$ cat config.mk
export PLATFORM = sky130hd
export DESIGN_NAME = neuron_fire_unit_flat
export DESIGN_NICKNAME = d
export VERILOG_FILES = /design/src/rtl/nfu_pkg.sv /design/src/rtl/neuron_fire_unit_if.sv /design/src/rtl/neuron_update_alu.sv /design/src/rtl/neuron_fire_unit.sv /design/src/flat_wrapper.sv
export SDC_FILE = /design/constraint.sdc
export NUM_CORES = 1
export LEC_CHECK = 0
export BUFFER_PORTS_ARGS = -buffer_cell sky130_fd_sc_hd__buf_2
export CORE_MARGIN = 2
export CORE_UTILIZATION = 58
export CTS_CLUSTER_SIZE = 30
export DETAILED_ROUTE_END_ITERATION = 10
export GPL_TIMING_DRIVEN = 0
export PLACE_DENSITY = 0.88
export SLEW_MARGIN = 20
export SYNTH_ARGS = -nofsm -noshare
export SYNTH_HDL_FRONTEND = slang
export SYNTH_SLANG_ARGS = --single-unit
$ cat constraint.sdc
create_clock -name clk -period 4.4 [get_ports clk]
set_clock_uncertainty 0.15 [all_clocks]
set_input_delay 0.44 -clock clk [delete_from_list [all_inputs] [get_ports clk]]
set_output_delay 0.44 -clock clk [all_outputs]
set_load 0.05 [all_outputs]
$ cat src/rtl/nfu_pkg.sv
// Shared types, record layout and helpers for the neuron fire unit.
package nfu_pkg;

  localparam int unsigned NR_WIDTH       = 56;
  localparam int unsigned NR_DEPTH       = 16;
  localparam int unsigned NR_AW          = $clog2(NR_DEPTH);
  localparam int unsigned T_WIDTH        = 16;
  localparam int unsigned REFRACT_PERIOD = 2;

  localparam int unsigned FIELD_W  = 16;
  localparam int unsigned REF_W    = 4;
  localparam int unsigned LEAK_W   = 4;
  localparam int unsigned ACC_LSB  = 40;
  localparam int unsigned V_LSB    = 24;
  localparam int unsigned TH_LSB   = 8;
  localparam int unsigned REF_LSB  = 4;
  localparam int unsigned LEAK_LSB = 0;

  // Field order matches the bit offsets above (ACC in the top bits).
  typedef struct packed {
    logic signed [FIELD_W-1:0] acc;
    logic signed [FIELD_W-1:0] v;
    logic signed [FIELD_W-1:0] th;
    logic        [REF_W-1:0]   refr;
    logic        [LEAK_W-1:0]  leak;
  } neuron_rec_t;

  typedef enum logic [2:0] {
    S_IDLE,
    S_RD,
    S_CALC,
    S_WR,
    S_EMIT,
    S_DONE
  } fsm_state_t;

  function automatic logic signed [FIELD_W-1:0] sat16(input logic signed [FIELD_W+1:0] x);
    if (x > 18'sd32767)       return 16'sh7fff;
    else if (x < -18'sd32768) return 16'sh8000;
    return x[FIELD_W-1:0];
  endfunction

endpackage

$ cat src/rtl/neuron_fire_unit_if.sv
// Neuron-RAM port and spike-event handshake of the fire unit.
interface neuron_fire_unit_if;
  import nfu_pkg::*;

  logic [NR_AW-1:0]    nr_addr;
  logic                nr_we;
  logic [NR_WIDTH-1:0] nr_write;
  logic [NR_WIDTH-1:0] nr_read;
  logic                spike_valid;
  logic                spike_ready;
  logic [NR_AW-1:0]    spike_id;
  logic [T_WIDTH-1:0]  spike_time;

  modport master (
    output nr_addr, nr_we, nr_write, spike_valid, spike_id, spike_time,
    input  nr_read, spike_ready
  );

  modport slave (
    input  nr_addr, nr_we, nr_write, spike_valid, spike_id, spike_time,
    output nr_read, spike_ready
  );
endinterface

$ cat src/rtl/neuron_update_alu.sv
// Combinational per-neuron update: leak, integrate, saturate, refractory, threshold.
module neuron_update_alu
  import nfu_pkg::*;
(
  input  neuron_rec_t i_rec,
  output neuron_rec_t o_rec,
  output logic        o_fire
);

  logic signed [FIELD_W-1:0] w_leak16;
  logic signed [FIELD_W+1:0] w_v;
  logic signed [FIELD_W+1:0] w_leak;
  logic signed [FIELD_W+1:0] w_acc;
  logic signed [FIELD_W+1:0] w_sum;
  logic signed [FIELD_W-1:0] w_v_sat;

  // 18-bit sum cannot overflow for any 16-bit V/ACC combination.
  always_comb begin
    w_leak16 = $signed(i_rec.v) >>> i_rec.leak;
    w_v      = {{2{i_rec.v[FIELD_W-1]}}, i_rec.v};
    w_leak   = {{2{w_leak16[FIELD_W-1]}}, w_leak16};
    w_acc    = {{2{i_rec.acc[FIELD_W-1]}}, i_rec.acc};
    w_sum    = w_v - w_leak + w_acc;
    w_v_sat  = sat16(w_sum);

    o_rec     = i_rec;
    o_rec.acc = '0;
    o_fire    = 1'b0;
    if (i_rec.refr != '0) begin
      o_rec.v    = '0;
      o_rec.refr = i_rec.refr - REF_W'(1);
    end else if ($signed(w_v_sat) >= $signed(i_rec.th)) begin
      o_fire     = 1'b1;
      o_rec.v    = '0;
      o_rec.refr = REF_W'(REFRACT_PERIOD);
    end else begin
      o_rec.v = w_v_sat;
    end
  end

endmodule

$ cat src/rtl/neuron_fire_unit.sv
// Per-timestep sweep over neuron RAM: read, update, write back, emit spikes.
module neuron_fire_unit
  import nfu_pkg::*;
(
  input  logic               clk,
  input  logic               reset,
  input  logic               start,
  input  logic               freeze,
  input  logic [T_WIDTH-1:0] time_index,
  output logic               busy,
  output logic               done,
  neuron_fire_unit_if.master bus
);

  fsm_state_t          r_state;
  logic [NR_AW-1:0]    r_cnt;
  logic                r_busy;
  logic                r_done;
  logic                r_nr_we;
  logic [NR_WIDTH-1:0] r_nr_write;
  logic                r_fire;
  logic                r_spike_valid;
  logic [NR_AW-1:0]    r_spike_id;
  logic [T_WIDTH-1:0]  r_spike_time;

  neuron_rec_t w_rd_rec;
  neuron_rec_t w_new_rec;
  logic        w_fire;
  logic        w_last;

  assign w_rd_rec = bus.nr_read;
  assign w_last   = (r_cnt == NR_AW'(NR_DEPTH - 1));

  neuron_update_alu u_alu (
    .i_rec  (w_rd_rec),
    .o_rec  (w_new_rec),
    .o_fire (w_fire)
  );

  always_ff @(posedge clk or posedge reset) begin
    if (reset) begin
      r_state       <= S_IDLE;
      r_cnt         <= '0;
      r_busy        <= 1'b0;
      r_done        <= 1'b0;
      r_nr_we       <= 1'b0;
      r_nr_write    <= '0;
      r_fire        <= 1'b0;
      r_spike_valid <= 1'b0;
      r_spike_id    <= '0;
      r_spike_time  <= '0;
    end else if (!freeze) begin
      case (r_state)
        S_IDLE: begin
          if (start) begin
            r_spike_time <= time_index;
            r_cnt        <= '0;
            r_busy       <= 1'b1;
            r_state      <= S_RD;
          end
        end
        S_RD: r_state <= S_CALC;
        S_CALC: begin
          r_nr_write <= w_new_rec;
          r_fire     <= w_fire;
          r_nr_we    <= 1'b1;
          r_state    <= S_WR;
        end
        S_WR: begin
          r_nr_we <= 1'b0;
          if (r_fire) begin
            r_spike_valid <= 1'b1;
            r_spike_id    <= r_cnt;
            r_state       <= S_EMIT;
          end else if (w_last) begin
            r_done  <= 1'b1;
            r_state <= S_DONE;
          end else begin
            r_cnt   <= r_cnt + NR_AW'(1);
            r_state <= S_RD;
          end
        end
        S_EMIT: begin
          if (bus.spike_ready) begin
            r_spike_valid <= 1'b0;
            r_fire        <= 1'b0;
            if (w_last) begin
              r_done  <= 1'b1;
              r_state <= S_DONE;
            end else begin
              r_cnt   <= r_cnt + NR_AW'(1);
              r_state <= S_RD;
            end
          end
        end
        S_DONE: begin
          r_done  <= 1'b0;
          r_busy  <= 1'b0;
          r_state <= S_IDLE;
        end
        default: r_state <= S_IDLE;
      endcase
    end
  end

  assign busy            = r_busy;
  assign done            = r_done;
  assign bus.nr_addr     = r_cnt;
  // A frozen write is suppressed here and re-issued once freeze drops.
  assign bus.nr_we       = r_nr_we & ~freeze;
  assign bus.nr_write    = r_nr_write;
  assign bus.spike_valid = r_spike_valid;
  assign bus.spike_id    = r_spike_id;
  assign bus.spike_time  = r_spike_time;

endmodule

$ cat src/flat_wrapper.sv
// flat-port wrapper written by rule: the top's interface ports become plain ports
module neuron_fire_unit_flat import nfu_pkg::*;
  (clk, reset, start, freeze, time_index, busy, done, bus_nr_addr, bus_nr_we, bus_nr_write, bus_spike_valid, bus_spike_id, bus_spike_time, bus_nr_read, bus_spike_ready);
  neuron_fire_unit_if bus_i ();
  input  logic clk;
  input  logic reset;
  input  logic start;
  input  logic freeze;
  input  logic [T_WIDTH-1:0] time_index;
  output logic busy;
  output logic done;
  output wire logic [$bits(bus_i.nr_addr)-1:0] bus_nr_addr;
  output wire logic [$bits(bus_i.nr_we)-1:0] bus_nr_we;
  output wire logic [$bits(bus_i.nr_write)-1:0] bus_nr_write;
  output wire logic [$bits(bus_i.spike_valid)-1:0] bus_spike_valid;
  output wire logic [$bits(bus_i.spike_id)-1:0] bus_spike_id;
  output wire logic [$bits(bus_i.spike_time)-1:0] bus_spike_time;
  input wire logic [$bits(bus_i.nr_read)-1:0] bus_nr_read;
  input wire logic [$bits(bus_i.spike_ready)-1:0] bus_spike_ready;
  assign bus_nr_addr = bus_i.nr_addr;
  assign bus_nr_we = bus_i.nr_we;
  assign bus_nr_write = bus_i.nr_write;
  assign bus_spike_valid = bus_i.spike_valid;
  assign bus_spike_id = bus_i.spike_id;
  assign bus_spike_time = bus_i.spike_time;
  assign bus_i.nr_read = bus_nr_read;
  assign bus_i.spike_ready = bus_spike_ready;
  neuron_fire_unit u_core (.clk(clk), .reset(reset), .start(start), .freeze(freeze), .time_index(time_index), .busy(busy), .done(done), .bus(bus_i));
endmodule
==> results.md, run 1 <==
* Outcome: finished with violations
* Failing checks: negative setup slack
* Drt initial violations at 340
* Clock Root Buffer: clkbuf_8
* Data arrival time of the critical path at 5920 ps
* Die Footprint at 10,600 sq um
* Worst hold margin at 118 ps
* CP delay by family, top: compound AO/OA/AOI/OAI gates
* Instance count of the mapped netlist at 699
* Hold Path Cell Cnt at 3
* Source of the worst hold timing path: time_index[6]
* Post-place instance area at 6710 sq um
* Number of fillers in the final layout at 635
* Fraction of post-synthesis cell area in the top cell type by area at 31.7%
* DP Wirelength at 11,700 microns
* Count of port buffers added during placement at 141
* Yosys warnings at 0
* Kind of capture point of the worst setup path: flop
* Path type of the worst min-delay path: input pin to flop
* Total power of the final layout at 4.43 mW
* Worst Setup Start Kind: input pin
* Crit-path max FO at 9
* Num CTS Buffers at 9
* Clock tree from TritonCTS: built
* Number of buffers and inverters on the critical path at 6
* Clock-pin slew of the registers on the worst-case setup and hold paths at 80 ps
* Number of setup violations in the final report at 19
* Global-route wire length before repair at 25,700 microns
* Dominant cells by area after synthesis: dfrtp_1 32%, nand2_1 8.3%, ha_1 7.7%
* M1 GR Usage at 34.8%
* Max capacitance violation total at 0
* Slowest stage cell, crit path: mux4_2
* Initial antenna violation count at 0
* Number of different library cells in the post-synthesis netlist at 64
* Combined global-route utilization of all metal layers at 31.4%
* Final Hold Violating Endpoints at 0
* Path depth of the worst reg2reg path at 7
* Final design instance area without fill at 7600 sq um
* Endpoint of the worst-slack reg-to-reg timing path: u_core.bus.spike_time[4]$_DFFE_PP0P_
* Post-route non-filler standard cell count at 1,030
* Unrepaired setup endpoints after global routing: yes
* Horizontal die dimension at 103 microns
* Leakage power summed over all cells at 4.04 nW
* Vias per std cell at 5.60
* Worst endpoint required time at 4500 ps
* Largest area contributor in the netlist: dfrtp_1
* Fmax at 0.172 GHz
* Gr ovfl total at 0
* Power density normalized to cell area at 583 nW/um^2
* Core Box Area at 9640 sq um
* Final Wtd Congestion at 0.957
* Async set or reset register ratio after synthesis at 100%
* Count of state elements after synthesis at 72
* Clock latency of the later-clocked register in the worst-skew pair at 360 ps
* Tcrit/Tclk final at 132%
* Number of enable flip-flop cells after synthesis at 0
* Remaining max-slew budget at the tightest pin at 60.1%
* Setup slack after placement at -1980 ps
* Via count of the first global-routing pass at 5,568
* Final routed wirelength across all metal layers at 17,300 microns
* Max rail drop VDD at 0.322 mV
* Post-detailed-route DRC marker count at 0
* Antenna diode instance count at 0
* Mean instance size in the synthesized netlist at 8.12 sq um
* Layout cells sized above 1 at 34.8%
* Kind of critical path: input pin to flop
* Portion of the post-synthesis area used by sequential elements at 31.7%
* Placement row count at 36
* Worst path most repeated cell: buf_4
* PnR worst setup slack at -1410 ps
* Leading cell type in the layout, fill and taps excluded: buf_2
* Antenna Violating Nets Remaining at 0
* Primary FF master, synth: dfrtp_1
* Setup tns final at -25,940 ps
* Met3 usage at 5.49%
* CTS max path bufs at 2
* Syn Std Cell Area at 5680 sq um
* Number of levels the H-tree was split into at 3
* Pin count of the biggest net entering global routing at 49
* Crit path time final at 5810 ps
* Ports placed on the boundary at 161
* Flop-to-flop setup slack at 2040 ps
* Final core utilization at 78.9%
* Height of the die at 103 microns
* Routed WL per cell at 16.8 microns
* FF-to-FF Start: u_core.r_state[2]$_DFFE_PP0P_
* Number of nets in the layout at 1,019
* Leading cell types in the layout, fill and taps excluded: 144 x buf_2, 124 x nand2_1, 93 x inv_1
* Number of placed instances, taps included at 989
* Starting utilization of the core area at 58.9%
* Worst-margin pin slew at 599 ps
* Sinks on the clock net at 72
* GRT met2 Usage at 57.9%
* Most congested layer reported by global routing: met2
* Largest stage delay on the critical path at 520 ps
* Area growth, synth to finish at 34.0%
* Vias at 5,771
* Detailed-routing iteration count for the pre-antenna-repair pass at 5
* Number of max-slew violations in the final report at 0
* Hold worst-path end: u_core.bus.spike_time[6]$_DFFE_PP0P_
==> repair_timing <==
item                                   CTS  global route
hold buffers                             1             0
buffers inserted                        15             8
gates cloned                             3             0
endpoints found under the hold margin   24             0
resized for setup                       66            36
setup endpoints to repair               19            19
pin swaps                               27            26
==> final cells by class <==
| type | count | area, sq um | area share [%] |
|---|---|---|---|
| clock inverters | 7 | 95.1 | 1.25 |
| repair buffers | 169 | 1000 | 13.2 |
| plain buffers | 47 | 353 | 4.64 |
| well taps | 133 | 166 | 2.19 |
| clock buffers | 9 | 124 | 1.63 |
| inverters | 102 | 392 | 5.15 |
| multi-input cells | 491 | 3670 | 48.3 |
| flip-flops and latches | 72 | 1800 | 23.7 |
==> cell families (layout without fill, tap and decap cells) <==
logic type	Yosys count	count (layout)	synth area share [%]
mux	24	24	5.75
flops	72	72	31.7
compound gates	169	169	19.3
fa+ha+maj	50	50	13.0
other cells	1	16	0.0661
xor+xnor	15	15	2.31
simple gates	217	217	16.4
buf+inv	151	334	11.4
==> Yosys cell counts (7+ instances only) <==
master and instances:
o21ai_0 46, xor2_1 7, nor2_1 35, nor3_1 11
nand3_1 12, nand4_1 10, mux2i_1 9, a21o_1 11
dfrtp_1 72, mux2_2 9, inv_1 99, a21oi_1 42
fa_1 15, clkbuf_1 23, o21ai_1 12, a21oi_2 9
nand2_1 126, ha_1 35, xnor2_1 8, buf_4 16
==> metal layers <==
| metal | routed length, microns | share of wire [%] |
|---|---|---|
| met5 | 0 | 0 |
| met4 | 837 | 4.8 |
| met3 | 1350 | 7.8 |
| met2 | 8740 | 51 |
| met1 | 6360 | 37 |
==> tightest hold or removal path, cell delays in order <==
cell and delay, ps:
buf_2 70, nand2_1 40, nand2_1 50
==> sequential cells by signal (all words and copies together) (netlist names) <==
register / flops
u_core.bus.spike_time: 16
u_core.bus.nr_write: 40
u_core.bus.spike_id: 4
u_core.done: 1
u_core.r_nr_we: 1
u_core.bus.spike_valid: 1
u_core.busy: 1
u_core.r_state: 3
u_core.bus.nr_addr: 4
u_core.r_fire: 1
==> worst max path at each step <==
stage                                     endpoint       startpoint  cells after the start  slack [ps]
6_report                 u_core.r_fire$_DFFE_PP0P_  bus_nr_read[39]                     27       -1410
5_1_grt        u_core.bus.nr_write[24]$_DFFE_PP0P_   bus_nr_read[0]                     26       -1570
4_1_cts                  u_core.r_fire$_DFFE_PP0P_   bus_nr_read[0]                     23       -1060
3_5_place_dp   u_core.bus.nr_write[30]$_DFFE_PP0P_   bus_nr_read[1]                     27       -1980
3_3_place_gp   u_core.bus.nr_write[33]$_DFFE_PP0P_   bus_nr_read[1]                     27       -1950
2_1_floorplan  u_core.bus.nr_write[24]$_DFFE_PP0P_   bus_nr_read[0]                     23       -1240
==> power breakdown <==
group | internal, mW | switching [mW] | total (mW)
clock network | 0.320 | 0.261 | 0.580
registers | 0.874 | 0.118 | 0.991
logic | 0.921 | 1.94 | 2.86
total | 2.11 | 2.32 | 4.43
Note: power is estimated with default switching activity, not from simulation.
==> inputs of run 2 (changes only) <==
--- a/config.mk
+++ b/config.mk
@@ -5,13 +5,15 @@
 export SDC_FILE = /design/constraint.sdc
 export NUM_CORES = 1
 export LEC_CHECK = 0
-export BUFFER_PORTS_ARGS = -buffer_cell sky130_fd_sc_hd__buf_2
+export ABC_AREA = 1
 export CORE_MARGIN = 2
-export CORE_UTILIZATION = 58
+export CORE_UTILIZATION = 70
 export CTS_CLUSTER_SIZE = 30
 export DETAILED_ROUTE_END_ITERATION = 10
+export DONT_BUFFER_PORTS = 1
 export GPL_TIMING_DRIVEN = 0
-export PLACE_DENSITY = 0.88
+export MAX_ROUTING_LAYER = met4
+export PLACE_DENSITY = 0.86
 export SLEW_MARGIN = 20
 export SYNTH_ARGS = -nofsm -noshare
 export SYNTH_HDL_FRONTEND = slang
==> run 2 against run 1 <==
Net effect: the run now fails in global routing (5_1_grt); synthesized cell count up 20%; synthesized area increased by 2.8%.
==> results.md, run 2 <==
* Initial antenna violation count at 2
* Pin count of the biggest net entering global routing at 59
* Portion of the post-synthesis area used by sequential elements at 30.9%
* Gr ovfl total at 10
* Height of the die at 95.3 microns
* Syn Std Cell Area at 5830 sq um
* Error message: [ERROR GRT-0232] Routing congestion too high. Check the congestion heatmap in the GUI.
* Clock Root Buffer: clkbuf_8
* Largest area contributor in the netlist: dfrtp_1
* Outcome: aborted with a tool error
* Post-place instance area at 6280 sq um
* Placement row count at 33
* Ports placed on the boundary at 161
* Combined global-route utilization of all metal layers at 80.0%
* Async set or reset register ratio after synthesis at 100%
* Leading cell types by count after synthesis: 268 x nand2_1, 141 x inv_1, 81 x o21ai_0
* Classification of the worst endpoint: register input
* Count of port buffers added during placement at 0
* Starting utilization of the core area at 71.7%
* Primary FF master, synth: dfrtp_1
* Final Wtd Congestion at 0.962
* Number of levels the H-tree was split into at 3
* DP Wirelength at 12,900 microns
* Num CTS Buffers at 9
* Horizontal die dimension at 95.3 microns
* Count of state elements after synthesis at 72
* Number of different library cells in the post-synthesis netlist at 44
* Failing step: global routing (5_1_grt)
* CTS max path bufs at 2
* Cell with the most instances after synthesis: nand2_1
* Mean instance size in the synthesized netlist at 6.94 sq um
* Dominant cells by area after synthesis: dfrtp_1 31%, nand2_1 17%, inv_1 9.1%
* Instance count of the mapped netlist at 841
* Yosys warnings at 0
* Sinks on the clock net at 72
* Endpoint with the least setup slack after the last global-route repair: u_core.bus.nr_write[37]$_DFFE_PP0P_/D
* Number of enable flip-flop cells after synthesis at 0
* Fraction of post-synthesis cell area in the top cell type by area at 30.9%
-- run 2: cell count changes after synthesis, moves of 7 or more --
cell	delta
nand4_1	-7
clkbuf_1	-11
nand3_1	+25
a21o_1	-9
mux2_2	-9
a21oi_2	-9
o21ai_0	+35
nand2_1	+142
a21oi_1	-13
o21ai_1	-9
nand2_2	+19
inv_2	+10
inv_1	+42
-- run 2: repair_timing --
item | 4_1_cts
hold endpoints to repair | 14
pin swaps | 49
setup endpoints to repair | 19
resized for setup | 115
cloned | 4
setup buffers | 23
hold buffers | 1
-- run 2: routing by layer --
metal | track usage (%) | GRT overflow
met1 | 78.0 | 1
met2 | 93.3 | 5
met3 | 65.6 | 0
met5 | - | -
met4 | 79.5 | 4
-- run 2: stage by stage --
step	hold WS (ps)	utilization (%)	setup WS, ps	cells	setup TNS, ps
2_1_floorplan	313	-	-70.7	856	-668
3_3_place_gp	347	76.8	-721	961	-11970
3_5_place_dp	99.5	77.2	-938	962	-15270
4_1_cts	36.2	87.6	-124	1006	-1930
-- run 2: cells by family after synthesis --
group	after synthesis	share of synthesized area, %
adder cells (fa/ha/maj)	50	12.7
multiplexers	4	0.686
AND/OR/NAND/NOR	388	28.5
other	1	0.0643
XOR/XNOR	11	1.65
buffers and inverters	193	14.4
AO/OA/AOI/OAI	122	11.2
flip-flops	72	30.9
==> inputs of run 3 (changes only) <==
--- a/config.mk
+++ b/config.mk
@@ -7,13 +7,11 @@
 export LEC_CHECK = 0
 export ABC_AREA = 1
 export CORE_MARGIN = 2
-export CORE_UTILIZATION = 70
-export CTS_CLUSTER_SIZE = 30
+export CORE_UTILIZATION = 40
 export DETAILED_ROUTE_END_ITERATION = 10
 export DONT_BUFFER_PORTS = 1
 export GPL_TIMING_DRIVEN = 0
-export MAX_ROUTING_LAYER = met4
-export PLACE_DENSITY = 0.86
+export PLACE_DENSITY_LB_ADDON = 0.15
 export SLEW_MARGIN = 20
 export SYNTH_ARGS = -nofsm -noshare
 export SYNTH_HDL_FRONTEND = slang
==> run 3 against run 2 <==
Net effect: the flow now finishes, with violations (negative setup slack); synthesized area is the same; synthesized cell count unchanged.
==> results.md, run 3 <==
* Data arrival time of the critical path at 4740 ps
* Internal Dissipation at 2.34 mW
* DP Wirelength at 11,900 microns
* Drt initial violations at 234
* Largest area contributor in the netlist: dfrtp_1
* Routed WL per cell at 14.4 microns
* Post-route non-filler standard cell count at 1,099
* Unrepaired setup endpoints after global routing: yes
* Post-detailed-route DRC marker count at 0
* Setup tns final at -3560 ps
* Kind of critical path: input pin to flop
* PnR worst setup slack at -215 ps
* Clock latency of the later-clocked register in the worst-skew pair at 330 ps
* Detailed-routing iteration count for the pre-antenna-repair pass at 4
* Clock-pin slew of the registers on the worst-case setup and hold paths at 60 ps
* Leading cell types in the layout, fill and taps excluded: 227 x nand2_1, 126 x inv_1, 72 x dfrtp_1
* Antenna diode instance count at 0
* Final Hold Violating Endpoints at 0
* Count of state elements after synthesis at 72
* Final routed wirelength across all metal layers at 15,800 microns
* Launching element of the worst setup path: bus_nr_read[0]
* Number of flip-flops under the largest register name at 40
* FF-to-FF Start: u_core.bus.nr_addr[1]$_DFFE_PP0P_
* Fraction of post-synthesis cell area in the top cell type by area at 30.9%
* Gr ovfl total at 0
* Initial antenna violation count at 0
* Area growth, synth to finish at 34.7%
* Leakage power summed over all cells at 4.10 nW
* Number of placed instances, taps included at 1,041
* Crit path time final at 4620 ps
* Clock Root Buffer: clkbuf_16
* Number of nets in the layout at 1,037
* Fmax at 0.217 GHz
* CTS max path bufs at 2
* Failing checks: negative setup slack
* Max rail drop VDD at 0.281 mV
* Length of routed met2 wiring at 7670 microns
* Power density normalized to cell area at 614 nW/um^2
* Number of levels the H-tree was split into at 3
* Starting utilization of the core area at 40.6%
* Core Box Area at 14,400 sq um
* Routed wl met3 at 938 microns
* Tcrit/Tclk final at 105%
* Slowest stage cell, crit path: fa_1
* Final core utilization at 54.7%
* Horizontal die dimension at 125 microns
* Combined global-route utilization of all metal layers at 20.2%
* Switching power of the nets at 2.49 mW
* Via count of the first global-routing pass at 5,264
* Count of port buffers added during placement at 0
* Worst Setup Start Kind: input pin
* Footprint of the flip-flops and latches at 1800 sq um
* Clock tree from TritonCTS: built
* Layout cells sized above 1 at 31.1%
* Kind of capture point of the worst setup path: flop
* Portion of the post-synthesis area used by sequential elements at 30.9%
* Syn Std Cell Area at 5830 sq um
* Remaining max-slew budget at the tightest pin at 38.8%
* Yosys warnings at 0
* Worst endpoint required time at 4520 ps
* Num CTS Buffers at 9
* Number of enable flip-flop cells after synthesis at 0
* Max capacitance violation total at 0
* Crit-path max FO at 6
* Global-route wire length before repair at 25,800 microns
* Largest stage delay on the critical path at 530 ps
* Leading cell type in the layout, fill and taps excluded: nand2_1
* Pin count of the biggest net entering global routing at 56
* Dominant cells by area after synthesis: dfrtp_1 31%, nand2_1 17%, inv_1 9.1%
* Final Wtd Congestion at 0.878
* Instance count of the mapped netlist at 841
* Number of setup violations in the final report at 19
* Vias per std cell at 4.91
* Path type of the worst min-delay path: input pin to flop
* Mean instance size in the synthesized netlist at 6.94 sq um
* Top layer reached by signal wires: met4
* Source of the worst hold timing path: bus_nr_read[4]
* Clock Power Share at 17.7%
* Sequential fraction of design power at 36.9%
* Number of fillers in the final layout at 1,358
* Outcome: finished with violations
* Fraction of power consumed by combinational cells at 45.4%
* Multi-input gate area in the final layout at 4120 sq um
* Number of different library cells in the post-synthesis netlist at 44
* Sinks on the clock net at 72
* Vias at 5,392
* Met1 WL at 7000 microns
* Height of the die at 125 microns
* Placement row count at 44
* Sw frac at 51.6%
* Total power of the final layout at 4.83 mW
* Cell with the most instances after synthesis: nand2_1
* Antenna Violating Nets Remaining at 0
* Die Footprint at 15,600 sq um
* Async set or reset register ratio after synthesis at 100%
* Leading cell types by count after synthesis: 268 x nand2_1, 141 x inv_1, 81 x o21ai_0
* Number of max-slew violations in the final report at 0
* Worst-margin pin slew at 914 ps
* Primary FF master, synth: dfrtp_1
* Ports placed on the boundary at 161
-- run 3: cell counts after synthesis --
No cell type changed its count.
-- run 3: logic make-up after synthesis --
kind of cell,synth area share [%]
flip-flops,30.9
multiplexers,0.686
adder cells (fa/ha/maj),12.7
AND/OR/NAND/NOR,28.5
other,0.0643
AO/OA/AOI/OAI,11.2
buffers and inverters,14.4
XOR/XNOR,1.65
-- run 3: area by class of cell --
type | count | area share (%)
multi-input cells | 591 | 52.4
flip-flops and latches | 72 | 22.9
inverters | 155 | 7.60
repair buffers | 43 | 5.56
plain buffers | 38 | 4.14
well taps | 184 | 2.93
clock buffers | 9 | 2.87
clock inverters | 7 | 1.59
-- run 3: stage by stage --
| step | hold slack [ps] | instance area, sq um | setup WS (ps) |
|---|---|---|---|
| 2_1_floorplan | 313 | 6120 | -70.7 |
| 3_3_place_gp | 337 | 6350 | -732 |
| 3_5_place_dp | 118 | 6380 | -751 |
| 4_1_cts | 48.6 | 7400 | -54.8 |
| 5_1_grt | 63.6 | 7860 | -517 |
| 6_report | 62.5 | 7860 | -215 |
-- run 3: path summary, 6_finish.rpt --
check / endpoint / slack (ps) / cells past startpoint
worst max-delay path: u_core.bus.nr_write[30]$_DFFE_PP0P_ / -220 / 33
worst min-delay path: u_core.bus.nr_write[4]$_DFFE_PP0P_ / 60 / 2
worst max register to register: u_core.bus.nr_addr[2]$_DFFE_PP0P_ / 2400 / 10
worst min register to register: u_core.r_nr_we$_DFFE_PP0P_ / 380 / 2
max in group asynchronous: u_core.bus.nr_write[21]$_DFFE_PP0P_ / 3190 / 3
min in group asynchronous: u_core.bus.nr_write[31]$_DFFE_PP0P_ / 370 / 2
-- run 3: repair_timing --
| action | 4_1_cts | 5_1_grt |
|---|---|---|
| setup endpoints to repair | 19 | 19 |
| resized for setup | 114 | 85 |
| setup buffers | 21 | 14 |
| pin swaps | 46 | 50 |
| hold buffers | 1 | 0 |
| cloned | 6 | 0 |
| hold endpoints to repair | 17 | 0 |
-- run 3: power by group through the flow --
stage / Clock [mW] / Sequential [mW] / Combinational (mW)
global placement: 0 / 1.80 / 1.62
finish: 0.854 / 1.78 / 2.19
CTS: 0.873 / 1.79 / 1.91
floorplan: 0 / 1.74 / 1.32
global route: 0.901 / 1.81 / 2.45
detailed placement: 0 / 1.80 / 1.64
-- run 3: metal layers --
metal / GRT usage, % / up-vias
met2: 34.5 / 161
met3: 4.08 / 19
met5: 0 / -
li1: - / 2724
met1: 26.3 / 2488
met4: 4.89 / 0
-- run 3: critical path, delay by kind of cell --
family / cells / cell delay, ps
and+or+nand+nor: 16 / 1690
adders and majority gates: 3 / 1070
buffers and inverters: 9 / 1040
AOI/OAI and AO/OA: 5 / 490
==> inputs of run 4 (changes only) <==
--- a/config.mk
+++ b/config.mk
@@ -7,10 +7,10 @@
 export LEC_CHECK = 0
 export ABC_AREA = 1
 export CORE_MARGIN = 2
-export CORE_UTILIZATION = 40
+export CORE_UTILIZATION = 60
+export CTS_BUF_LIST = sky130_fd_sc_hd__clkbuf_2
 export DETAILED_ROUTE_END_ITERATION = 10
 export DONT_BUFFER_PORTS = 1
-export GPL_TIMING_DRIVEN = 0
 export PLACE_DENSITY_LB_ADDON = 0.15
 export SLEW_MARGIN = 20
 export SYNTH_ARGS = -nofsm -noshare
==> run 4 against run 3 <==
Net effect: critical path depth shrank 1; largest cell class unchanged; sequential share of layout area up 1.3 points; flip-flop and latch count is the same; die area shrank 32%; critical path type unchanged; critical endpoint is now u_core.bus.nr_write[27]$_DFFE_PP0P_; the run now ends clean; hold slack worse by 42 ps; clock-buffer cell count is the same; via count grew 13%.
==> results.md, run 4 (same netlist as run 3, synthesis figures left out) <==
* Outcome: completed
* Drt initial violations at 400
* Clock tree from TritonCTS: built
* Number of nets in the layout at 1,092
* Worst path most repeated cell: nand2_1
* Combined global-route utilization of all metal layers at 31.3%
* Setup tns final at 0 ps
* Max capacitance violation total at 0
* Total power of the final layout at 4.33 mW
* Horizontal die dimension at 103 microns
* Clock latency of the later-clocked register in the worst-skew pair at 530 ps
* DP Wirelength at 11,900 microns
* Tcrit/Tclk final at 98.3%
* Count of port buffers added during placement at 0
* Kind of capture point of the worst setup path: flop
* Kind of critical path: input pin to flop
* Crit path time final at 4330 ps
* Die Footprint at 10,500 sq um
* Detailed-routing iteration count for the pre-antenna-repair pass at 5
* Post-route non-filler standard cell count at 1,099
* Leading cell types in the layout, fill and taps excluded: 256 x nand2_1, 135 x inv_1, 93 x buf_4
* Data arrival time of the critical path at 4680 ps
* Area growth, synth to finish at 27.6%
* Worst-margin pin slew at 1030 ps
* Max rail drop VDD at 0.347 mV
* Number of levels the H-tree was split into at 3
* Core Box Area at 9330 sq um
* Post-detailed-route DRC marker count at 0
* Height of the die at 103 microns
* CTS max path bufs at 2
* Largest stage delay on the critical path at 500 ps
* Global-route wire length before repair at 26,000 microns
* Leakage power summed over all cells at 4.06 nW
* Final routed wirelength across all metal layers at 17,600 microns
* Sinks on the clock net at 72
* Final Wtd Congestion at 0.964
* Clock-pin slew of the registers on the worst-case setup and hold paths at 260 ps
* Number of flip-flops under the largest register name at 40
* Fmax at 0.231 GHz
* Multi-input gate area in the final layout at 3650 sq um
* Pin count of the biggest net entering global routing at 63
* Path type of the worst min-delay path: input pin to flop
* Via count of the first global-routing pass at 5,695
* Number of placed instances, taps included at 1,037
* Routed WL per cell at 16.1 microns
* Number of fillers in the final layout at 628
* Final Hold Violating Endpoints at 0
* Setup slack after placement at -437 ps
* Layout cells sized above 1 at 23.0%
* Ports placed on the boundary at 161
* Antenna diode instance count at 0
* Placement row count at 35
* Worst Setup Start Kind: input pin
* Initial antenna violation count at 0
* Clock Root Buffer: clkbuf_2
* Flop-to-flop setup slack at 1790 ps
* Antenna Violating Nets Remaining at 0
* Gr ovfl total at 0
* Leading cell type in the layout, fill and taps excluded: nand2_1
* Number of setup violations in the final report at 0
* Slowest stage cell, crit path: fa_1
* Worst endpoint required time at 4760 ps
* Footprint of the flip-flops and latches at 1800 sq um
* PnR worst setup slack at 74.9 ps
* Vias per std cell at 5.53
* Remaining max-slew budget at the tightest pin at 31.4%
* Number of max-slew violations in the final report at 0
* Vias at 6,073
* Starting utilization of the core area at 62.5%
* Crit-path max FO at 13
* Power density normalized to cell area at 582 nW/um^2
* Num CTS Buffers at 9
[run 4: area by class of cell]
class / instances / area share, %
clock buffers: 9 / 0.605
clock inverters: 7 / 0.824
inverters: 155 / 8.02
multi-input cells: 594 / 49.1
flip-flops and latches: 72 / 24.2
well taps: 129 / 2.17
repair buffers: 133 / 15.1
[run 4: through the flow]
stage / util, % / hold slack, ps / instance area [sq um]
6_report: 79.8 / 20.6 / 7440
5_1_grt: 79.8 / 34.1 / 7440
4_1_cts: 76.7 / 4.25 / 7150
3_5_place_dp: 71.6 / 226 / 6680
3_3_place_gp: 71.6 / 215 / 6680
2_1_floorplan: - / 313 / 6120
[run 4: worst max-delay path, delay by kind of cell]
kind                       cells  cell delay, ps
AOI/OAI and AO/OA              3             430
adders and majority gates      3            1130
and+or+nand+nor               21            1880
buffers and inverters          4             540
muxes                          1             280
[run 4: repair_timing]
item / in CTS / in global routing
endpoints found under the hold margin: 62 / 0
endpoints found under the setup margin: 0 / 19
buffers inserted: 0 / 5
gates resized for setup: 0 / 57
hold buffers: 37 / 0
[run 4: where the power goes]
part	switching [mW]	internal, mW
Clock	0.279	0.0854
Combinational	1.26	0.909
Sequential	0.925	0.872
[run 4: worst paths after layout]
path | startpoint | end | cells after the start
min in group asynchronous | reset | u_core.bus.nr_addr[3]$_DFFE_PP0P_ | 2
max reg2reg | u_core.r_state[2]$_DFFE_PP0P_ | u_core.bus.nr_write[27]$_DFFE_PP0P_ | 10
min | freeze | u_core.bus.spike_valid$_DFFE_PP0P_ | 3
min reg2reg | u_core.r_nr_we$_DFFE_PP0P_ | u_core.r_nr_we$_DFFE_PP0P_ | 2
max in group asynchronous | reset | u_core.bus.spike_time[12]$_DFFE_PP0P_ | 3
max | bus_nr_read[1] | u_core.bus.nr_write[27]$_DFFE_PP0P_ | 32
[run 4: metal layers]
metal / vias up / wire, microns / track usage, %
li1: 2832 / - / -
met1: 2842 / 6690 / 37.0
met4: 0 / 773 / 13.4
met2: 320 / 8660 / 54.7
met3: 79 / 1520 / 6.85
met5: - / 0 / 0
